==> src/rtl/mem_stage_ld_pkg.sv <==
// Shared definitions for the MEM load stage: load-size and FSM encodings,
// default stall-vector width and fixed stage-bus field widths.
package mem_stage_ld_pkg;

  // Load access size as carried on the EX bus.
  typedef enum logic [1:0] {
    LD_BYTE = 2'b00,
    LD_HALF = 2'b01,
    LD_WORD = 2'b10
  } ld_size_e;

  // Load-response tracking: no load, load waiting on SRAM, data captured.
  typedef enum logic [1:0] {
    IDLE = 2'b00,
    WAIT = 2'b01,
    HAVE = 2'b10
  } ld_state_e;

  localparam int STALL_W_DEF = 6;   // default core stall-vector width
  localparam int PC_W        = 32;  // instruction PC width
  localparam int LD_SIZE_W   = 2;   // ex_ld_size width
  localparam int ADDR_LO_W   = 2;   // byte offset within the 32-bit lane

endpackage

==> src/rtl/mem_load_align.sv <==
// Combinational load aligner: picks the addressed byte/half from the low
// 32 bits of the read word and sign- or zero-extends it to DATA_W.
// Only instantiated when MEM_LOAD_SUBWORD_EN is defined.
module mem_load_align
  import mem_stage_ld_pkg::*;
#(
  parameter int DATA_W = 32
) (
  input  logic [DATA_W-1:0]    rdata,
  input  logic [LD_SIZE_W-1:0] size,
  input  logic                 ld_unsigned,
  input  logic [ADDR_LO_W-1:0] addr_lo,
  output logic [DATA_W-1:0]    aligned
);

  logic [7:0]  byte_lane;
  logic [15:0] half_lane;

  // Lane select and extension; half loads ignore addr_lo[0].
  // NOTE: every signal driven here gets a default first so no path leaves it
  // unassigned, which would otherwise infer a latch.
  always_comb begin
    byte_lane = rdata[7:0];
    half_lane = rdata[15:0];
    aligned   = rdata;
    case (addr_lo)
      2'd1:    byte_lane = rdata[15:8];
      2'd2:    byte_lane = rdata[23:16];
      2'd3:    byte_lane = rdata[31:24];
      default: byte_lane = rdata[7:0];
    endcase
    if (addr_lo[1]) half_lane = rdata[31:16];
    case (size)
      LD_BYTE: aligned = {{(DATA_W-8){~ld_unsigned & byte_lane[7]}}, byte_lane};
      LD_HALF: aligned = {{(DATA_W-16){~ld_unsigned & half_lane[15]}}, half_lane};
      default: aligned = rdata;
    endcase
  end

endmodule

==> src/rtl/mem_stage_ld.sv <==
// MEM stage between EX and WB: latches the EX bus under the stall vector,
// waits for variable-latency data-SRAM read responses, aligns loads and
// drives the write-back and ID forwarding buses (with a pending flag).
// Sub-word alignment/extension is built only with MEM_LOAD_SUBWORD_EN.
module mem_stage_ld
  import mem_stage_ld_pkg::*;
#(
  parameter int DATA_W  = 32,
  parameter int RF_AW   = 5,
  parameter int STALL_W = STALL_W_DEF,
  parameter int STG     = 3
) (
  input  logic                 clk,
  input  logic                 rst,
  input  logic [STALL_W-1:0]   stall,
  input  logic                 ex_valid,
  input  logic [PC_W-1:0]      ex_pc,
  input  logic                 ex_load,
  input  logic [LD_SIZE_W-1:0] ex_ld_size,
  input  logic                 ex_ld_unsigned,
  input  logic [ADDR_LO_W-1:0] ex_addr_lo,
  input  logic                 ex_rf_we,
  input  logic [RF_AW-1:0]     ex_rf_waddr,
  input  logic [DATA_W-1:0]    ex_result,
  input  logic                 dmem_rvalid,
  input  logic [DATA_W-1:0]    dmem_rdata,
  output logic                 stall_req,
  output logic                 wb_valid,
  output logic [PC_W-1:0]      wb_pc,
  output logic                 wb_rf_we,
  output logic [RF_AW-1:0]     wb_rf_waddr,
  output logic [DATA_W-1:0]    wb_rf_wdata,
  output logic                 fwd_we,
  output logic [RF_AW-1:0]     fwd_waddr,
  output logic [DATA_W-1:0]    fwd_wdata,
  output logic                 fwd_pending
);

  // Stage register fields.
  logic                 stg_valid;
  logic [PC_W-1:0]      stg_pc;
  logic                 stg_load;
  logic [LD_SIZE_W-1:0] stg_ld_size;
  logic                 stg_ld_unsigned;
  logic [ADDR_LO_W-1:0] stg_addr_lo;
  logic                 stg_rf_we;
  logic [RF_AW-1:0]     stg_rf_waddr;
  logic [DATA_W-1:0]    stg_result;

  ld_state_e         state, state_next;
  logic [DATA_W-1:0] data_r;
  logic [DATA_W-1:0] aligned;
  logic [DATA_W-1:0] wdata;
  logic              capture;
  logic              bubble;
  logic              resp_take;

  assign capture   = ~stall[STG];
  assign bubble    = stall[STG] & ~stall[STG+1];
  assign resp_take = (state == WAIT) & dmem_rvalid;

  // Only this stage's bit and WB's bit of the stall vector matter here.
  logic unused_stall;
  assign unused_stall = ^stall;

  // Stage register: clear on reset or bubble, capture when not stalled, else hold.
  // NOTE: sequential state uses non-blocking assignments so every register
  // samples pre-edge values regardless of statement order.
  always_ff @(posedge clk) begin
    if (rst || bubble) begin
      stg_valid       <= 1'b0;
      stg_pc          <= '0;
      stg_load        <= 1'b0;
      stg_ld_size     <= '0;
      stg_ld_unsigned <= 1'b0;
      stg_addr_lo     <= '0;
      stg_rf_we       <= 1'b0;
      stg_rf_waddr    <= '0;
      stg_result      <= '0;
    end else if (capture) begin
      stg_valid       <= ex_valid;
      stg_pc          <= ex_pc;
      stg_load        <= ex_load;
      stg_ld_size     <= ex_ld_size;
      stg_ld_unsigned <= ex_ld_unsigned;
      stg_addr_lo     <= ex_addr_lo;
      stg_rf_we       <= ex_rf_we;
      stg_rf_waddr    <= ex_rf_waddr;
      stg_result      <= ex_result;
    end
  end

  // Load FSM state register.
  always_ff @(posedge clk) begin
    if (rst) state <= IDLE;
    else     state <= state_next;
  end

  // Next state: a fresh entry resets tracking; otherwise WAIT -> HAVE on rvalid.
  always_comb begin
    state_next = state;
    if (capture) begin
      state_next = (ex_valid && ex_load) ? WAIT : IDLE;
    end else if (bubble) begin
      state_next = IDLE;
    end else if (resp_take) begin
      state_next = HAVE;
    end
  end

  // Captured load data, held for as long as the stage is stalled in HAVE.
  always_ff @(posedge clk) begin
    if (rst)            data_r <= '0;
    else if (resp_take) data_r <= aligned;
  end

`ifdef MEM_LOAD_SUBWORD_EN
  mem_load_align #(
    .DATA_W (DATA_W)
  ) u_align (
    .rdata       (dmem_rdata),
    .size        (stg_ld_size),
    .ld_unsigned (stg_ld_unsigned),
    .addr_lo     (stg_addr_lo),
    .aligned     (aligned)
  );
`else
  // Word-only build: loads return the raw read word.
  assign aligned = dmem_rdata;
  logic unused_subword;
  assign unused_subword = ^{stg_ld_size, stg_ld_unsigned, stg_addr_lo};
`endif

  // Write-data select: live response in WAIT, captured data in HAVE, else ALU result.
  always_comb begin
    wdata = stg_result;
    if (stg_load && state == HAVE)      wdata = data_r;
    else if (stg_load && state == WAIT) wdata = aligned;
  end

  assign stall_req   = (state == WAIT) & ~dmem_rvalid;
  assign fwd_pending = stall_req;

  assign wb_valid    = stg_valid;
  assign wb_pc       = stg_pc;
  assign wb_rf_we    = stg_valid & stg_rf_we;
  assign wb_rf_waddr = stg_rf_waddr;
  assign wb_rf_wdata = wdata;

  assign fwd_we      = wb_rf_we;
  assign fwd_waddr   = wb_rf_waddr;
  assign fwd_wdata   = wb_rf_wdata;

endmodule

==> config.mk <==
export PLATFORM = sky130hd
export DESIGN_NAME = mem_stage_ld
export DESIGN_NICKNAME = d
export VERILOG_FILES = /design/src/rtl/mem_stage_ld_pkg.sv /design/src/rtl/mem_load_align.sv /design/src/rtl/mem_stage_ld.sv
export SDC_FILE = /design/constraint.sdc
export NUM_CORES = 1
export LEC_CHECK = 0
export BUFFER_PORTS_ARGS = -buffer_cell sky130_fd_sc_hd__buf_2
export CAP_MARGIN = 20
export CORE_MARGIN = 1
export CORE_UTILIZATION = 40
export CTS_BUF_LIST = sky130_fd_sc_hd__clkbuf_4
export CTS_CLUSTER_SIZE = 14
export DETAILED_ROUTE_END_ITERATION = 8
export GPL_ROUTABILITY_DRIVEN = 0
export GPL_TIMING_DRIVEN = 0
export PLACE_DENSITY_LB_ADDON = 0.1
export SLEW_MARGIN = 15
export SYNTH_ARGS = -nofsm -noshare
export SYNTH_HDL_FRONTEND = slang
export SYNTH_SLANG_ARGS = --single-unit
==> constraint.sdc <==
create_clock -name clk -period 1.1 [get_ports clk]
set_input_delay 0.055 -clock clk [delete_from_list [all_inputs] [get_ports clk]]
set_output_delay 0.055 -clock clk [all_outputs]
set_load 0.05 [all_outputs]
* Word level (Yosys, flattened, before mapping)
Index checks and enable logic that the tools add are counted.
Widths: inputs -> output; s select.
** Word-level totals
- Register bits :: 106
- Latch bits :: 0
- Bits in writable memories :: 0
- Memory bits (read-only) :: 0
- Bits of input ports :: 118
- Output and inout bits :: 111
- Word-level logic and storage cells :: 27
- Memories :: 0
** Operators by class
- Add/sub/neg operators :: 0
- $mul :: 0
- Divide/modulo/power cells :: 0
- $lt $le $gt $ge :: 0
- Equality and inequality tests :: 3
- Shift operators :: 0
- Mux-type cells :: 6
- Bitwise gates (word level) :: 6
- Reductions and logical operators :: 4
** Operators by type and width (number)
- $mux 32 :: 2
- $mux 2 :: 3
- $and 1x1->1 :: 4
- $logic_and 1x1->1 :: 3
- $ne 3x1->1 const B :: 1
- $eq 2x1->1 const B :: 1
- $eq 2x2->1 const B :: 1
- $not 1->1 :: 2
- $logic_or 1x1->1 :: 1
- $mux 1 :: 1

* Logic depth before layout (Yosys ltp)
- Word-level depth :: 5
- Depth in mapped cells :: 6
- Depth with buffers taken out :: 3

* Worst setup path before layout
OpenSTA, ideal clock, no wires.
- Kind :: register to output
- Start :: register state[1]
- End :: output wb_rf_wdata[0]
- Arrival :: 2.077 ns
- Required time :: 1.045 ns
- Path slack :: -1.032 ns
- Cell stages (with the launch flop) :: 6
- Buffers on the path :: 2
- Path through :: dfxtp_1 nand3b_1 buf_2 nand2_1 a31oi_1 buf_4
** On the way
- Longest elaborated chain between the ends :: 4
- Elaborated cells between the ends (all ways) :: 6
- Those cells by class :: eq/ne: 2; mux: 2; reduce/logical: 2
** RTL lines
- start: declaration :: line mem_stage_ld.sv:50 : ld_state_e state, state_next;
- start signal: assignment :: line mem_stage_ld.sv:96 : else state <= state_next;
- $eq 2x1->1 :: line mem_stage_ld.sv:138 : else if (stg_load && state == WAIT) wdata = aligned;
- $logic_and 1x1->1 :: line mem_stage_ld.sv:138
- $mux 32 :: line mem_stage_ld.sv:138
- $mux 32 (*) :: line mem_stage_ld.sv:137 : if (stg_load && state == HAVE) wdata = data_r;
- end: declaration :: line mem_stage_ld.sv:32 : output logic [DATA_W-1:0] wb_rf_wdata,
Every way passes the cells marked *; elsewhere a longest branch is shown, timed or not.

* Worst setup path in the final report
- Start :: register state[1]
- End :: output wb_rf_wdata[30]
The elaborated chain is that of the path after synthesis.

==> metrics.md <==
| Metric | Value |
|---|---|
| 1st-iter DRT viols | `~230` |
| Most frequent cells in the layout | `buf_2 (112), dlygate4sd3_1 (107), nor2_1 (105)` |
| Mapped Area | `0.00475 sq mm` |
| Netlist cell types | `20` |
| Final Hold Fails | `0` |
| First-pass GRT wire length | `27.5 mm` |
| Crit-path most repeated cell | `buf_6` |
| FF-to-FF path depth | `8` |
| Post-synthesis sequential area ratio | `0.447` |
| Gr ovfl total | `0` |
| DR WL met2 | `approximately 9.6 mm` |
| # rows | `39` |
| Final slew viol count | `0` |
| Setup violations, final | `110` |
| Worst skew pair latency | `between 400 and 500 ps` |
| RR Startpoint | `state[1]` |
| Crit-path max cell delay | `380 ps` |
| Worst ir drop on vdd | `a little over 0.9 mV` |
| Hold Path End | `data_r[0]` |
| Clk_skew | `between 4 and 5 ps` |
| CORE AREA | `~0.011 sq mm` |
| ANT nets after route | `0` |
| Clk sinks | `between 100 and 150` |
| TritonCTS buffer count | `9` |
| Post-Route WL | `18.1 mm` |
| CP Max Fanout | `10` |
| Failing checks | `negative setup slack` |
| I/O pin count | `~230` |
| Final Cycle Share | `1.79` |
| Register Area | `0.00219 sq mm` |
| Setup tns final | `-64180 ps` |
| CTS tree | `yes` |
| Inserted Diodes | `0` |
| RSZ-0062 raised after global routing | `yes` |
| Ys Warns | `0` |
| DRC | `0` |
| All-Layer GR Usage | `0.279` |
| CP cell instances | `and3b_1 -> buf_6 -> buf_12 -> nand2_2 -> a31oi_4 -> buf_6 -> buf_8` |
| Area after DPL | `a little under 0.007 sq mm` |
| Placement Setup Slack | `-509 ps` |
| Root Driver | `clkbuf_4` |
| Total number of vias | `about 5300` |
| Router iterations before antenna repair | `4` |
| Syn Nets | `around 690` |
| Htree depth | `3` |
| Starting Density | `0.414` |
| Critical Path RT | `around 1000 ps` |
| M1 wire length | `around 7 mm` |
| Vias/cell | `4.91` |
| Kind of critical path | `reg2out` |
| Critical Path Sink Type | `output port` |
| Initial antenna violation count | `0` |
| Max clock buf depth | `2` |
| Reg2Reg Setup Slack | `-350 ps` |
| Fmax | `about 510 MHz` |
| Pwr dens | `958 mW/mm^2` |
| Area of the multi-input gates | `0.00280 sq mm` |
| Hold Slack | `144 ps` |
| Leakage | `approximately 4.2 nW` |
| Avg WL per Cell | `roughly 17 microns` |
| Die X | `approximately 110 microns` |
| Slew @ Worst Pin | `slightly below 700 ps` |
| Worst Path Arrival | `about 1900 ps` |
| Dpl hpwl | `between 9 and 10 mm` |
| Count of input and output buffers | `218` |
| Vias in the first global route | `approximately 5500` |
| Crit path from | `state[1]` |
| Leading area contributor after synthesis | `dfxtp_1` |
| Max_cap viols | `0` |
| Fillers | `roughly 620` |
| #FFs+latches synth | `between 100 and 150` |
| Clock slew at reported path FFs | `between 150 and 200 ps` |
| Die height | `between 100 and 150 microns` |
| Die area | `~0.012 sq mm` |
| Routed wl met3 | `886 microns` |
| Largest net degree at the start of global routing | `18` |
| Post-Syn Area per Cell | `8.33 sq um` |
| Top cell type's share of synthesized area | `0.447` |
| Reg2reg end | `data_r[12]` |
| Synth Instances | `570` |
| Synth area leaders | `dfxtp_1 (45%), mux2i_1 (15%), nand2_1 (10%)` |
| Clock period minus worst slack | `just under 2000 ps` |
| Worst hold stages | `5` |
| Overall Power | `9.17 mW` |
| Share of cells above drive strength 1 | `0.528` |
| Layout area overhead | `102%` |
| Finished Cell Area | `approximately 0.0096 sq mm` |
| Hold_sp | `dmem_rvalid` |
| Nets | `about 1000` |
| Most common cell after layout, fill and taps aside | `buf_2` |
| Status | `finished, violations left` |
| Path type of the worst min-delay path | `in2reg` |
| Max Used Layer | `met4` |
| Slew margin rel. | `0.552` |
| CP startpoint kind | `flip-flop` |
| Setup ws final | `-868 ps` |
| Slowest-stage cell, CP | `dfxtp_4` |
flip-flops by register name, summed over array words and instances (netlist names):
name,count
data_r,32
state,2
stg_load,1
wb_pc,32
fwd_waddr,5
stg_rf_we,1
stg_result,32
wb_valid,1
layout make-up:
| cell class | count | area share |
|---|---|---|
| timing repair buffer | 350 | 0.353 |
| multi-input combinational | 383 | 0.293 |
| sequential | 106 | 0.228 |
| buffer | 80 | 0.0922 |
| tap | 143 | 0.0187 |
| clock inverter | 7 | 0.00719 |
| clock buffer | 9 | 0.00706 |
| inverter | 1 | 0.000392 |
metal layers:
layer  vias to the layer above  GRT usage
met1                      2500      0.311
li1                       2557          -
met2                       200      0.511
met4                         0      0.129
met3                        44     0.0525
met5                         -          0
report_power, final:
| part | internal [mW] | switching [mW] |
|---|---|---|
| Sequential | 4.01 | 0.127 |
| Clock | 0.690 | 1.34 |
| Combinational | 1.44 | 1.56 |
| Total | 6.14 | 3.03 |
worst max path at each step:
stage	endpoint	cells after the start
global route	wb_rf_wdata[30]	7
detailed placement	wb_rf_wdata[13]	6
finish	wb_rf_wdata[30]	7
global placement	wb_rf_wdata[10]	6
CTS	wb_rf_wdata[27]	6
floorplan	wb_rf_wdata[0]	6
synth_stat cells:
master and instances:
nand2_1 129, buf_4 52, a31oi_1 32, buf_2 18, nor2b_1 1, nor3_1 1, and3b_1 2, mux2i_1 71
nand3b_1 3, buf_6 7, dfxtp_1 106, nor2_1 106, nor3_2 1, a2bb2oi_1 1, clkbuf_1 3, nor3b_1 1
a21oi_1 33, and2_1 1, inv_1 1, a21o_1 1
worst max-delay path, delay by kind of cell, from the launching register on:
family | cells | cell delay (ps)
DFF | 1 | 380
and+or+nand+nor | 2 | 300
AOI/OAI and AO/OA | 1 | 210
buffers and inverters | 4 | 540
metrics by stage:
stage	util	cells
6_report	0.835	1079
5_1_grt	0.835	1079
4_1_cts	0.795	1069
3_5_place_dp	0.588	931
3_3_place_gp	0.588	931
2_1_floorplan	-	570
kinds of logic (layout without fill, tap and decap cells):
group,Yosys count,after routing,synth area share
buffers and inverters,81,447,0.121
muxes,71,71,0.150
AOI/OAI and AO/OA,67,67,0.0804
and+or+nand+nor,245,245,0.202
DFF,106,106,0.447
what timing repair did:
action                     4_1_cts  5_1_grt
hold buffers                   107        0
setup endpoints to repair      142      170
setup buffers                   11       10
pin swaps                        6       16
hold endpoints to repair       106        0
gates cloned                     4        1
gates resized for setup        319      121
No activity file was read; power rests on OpenSTA's default activity.
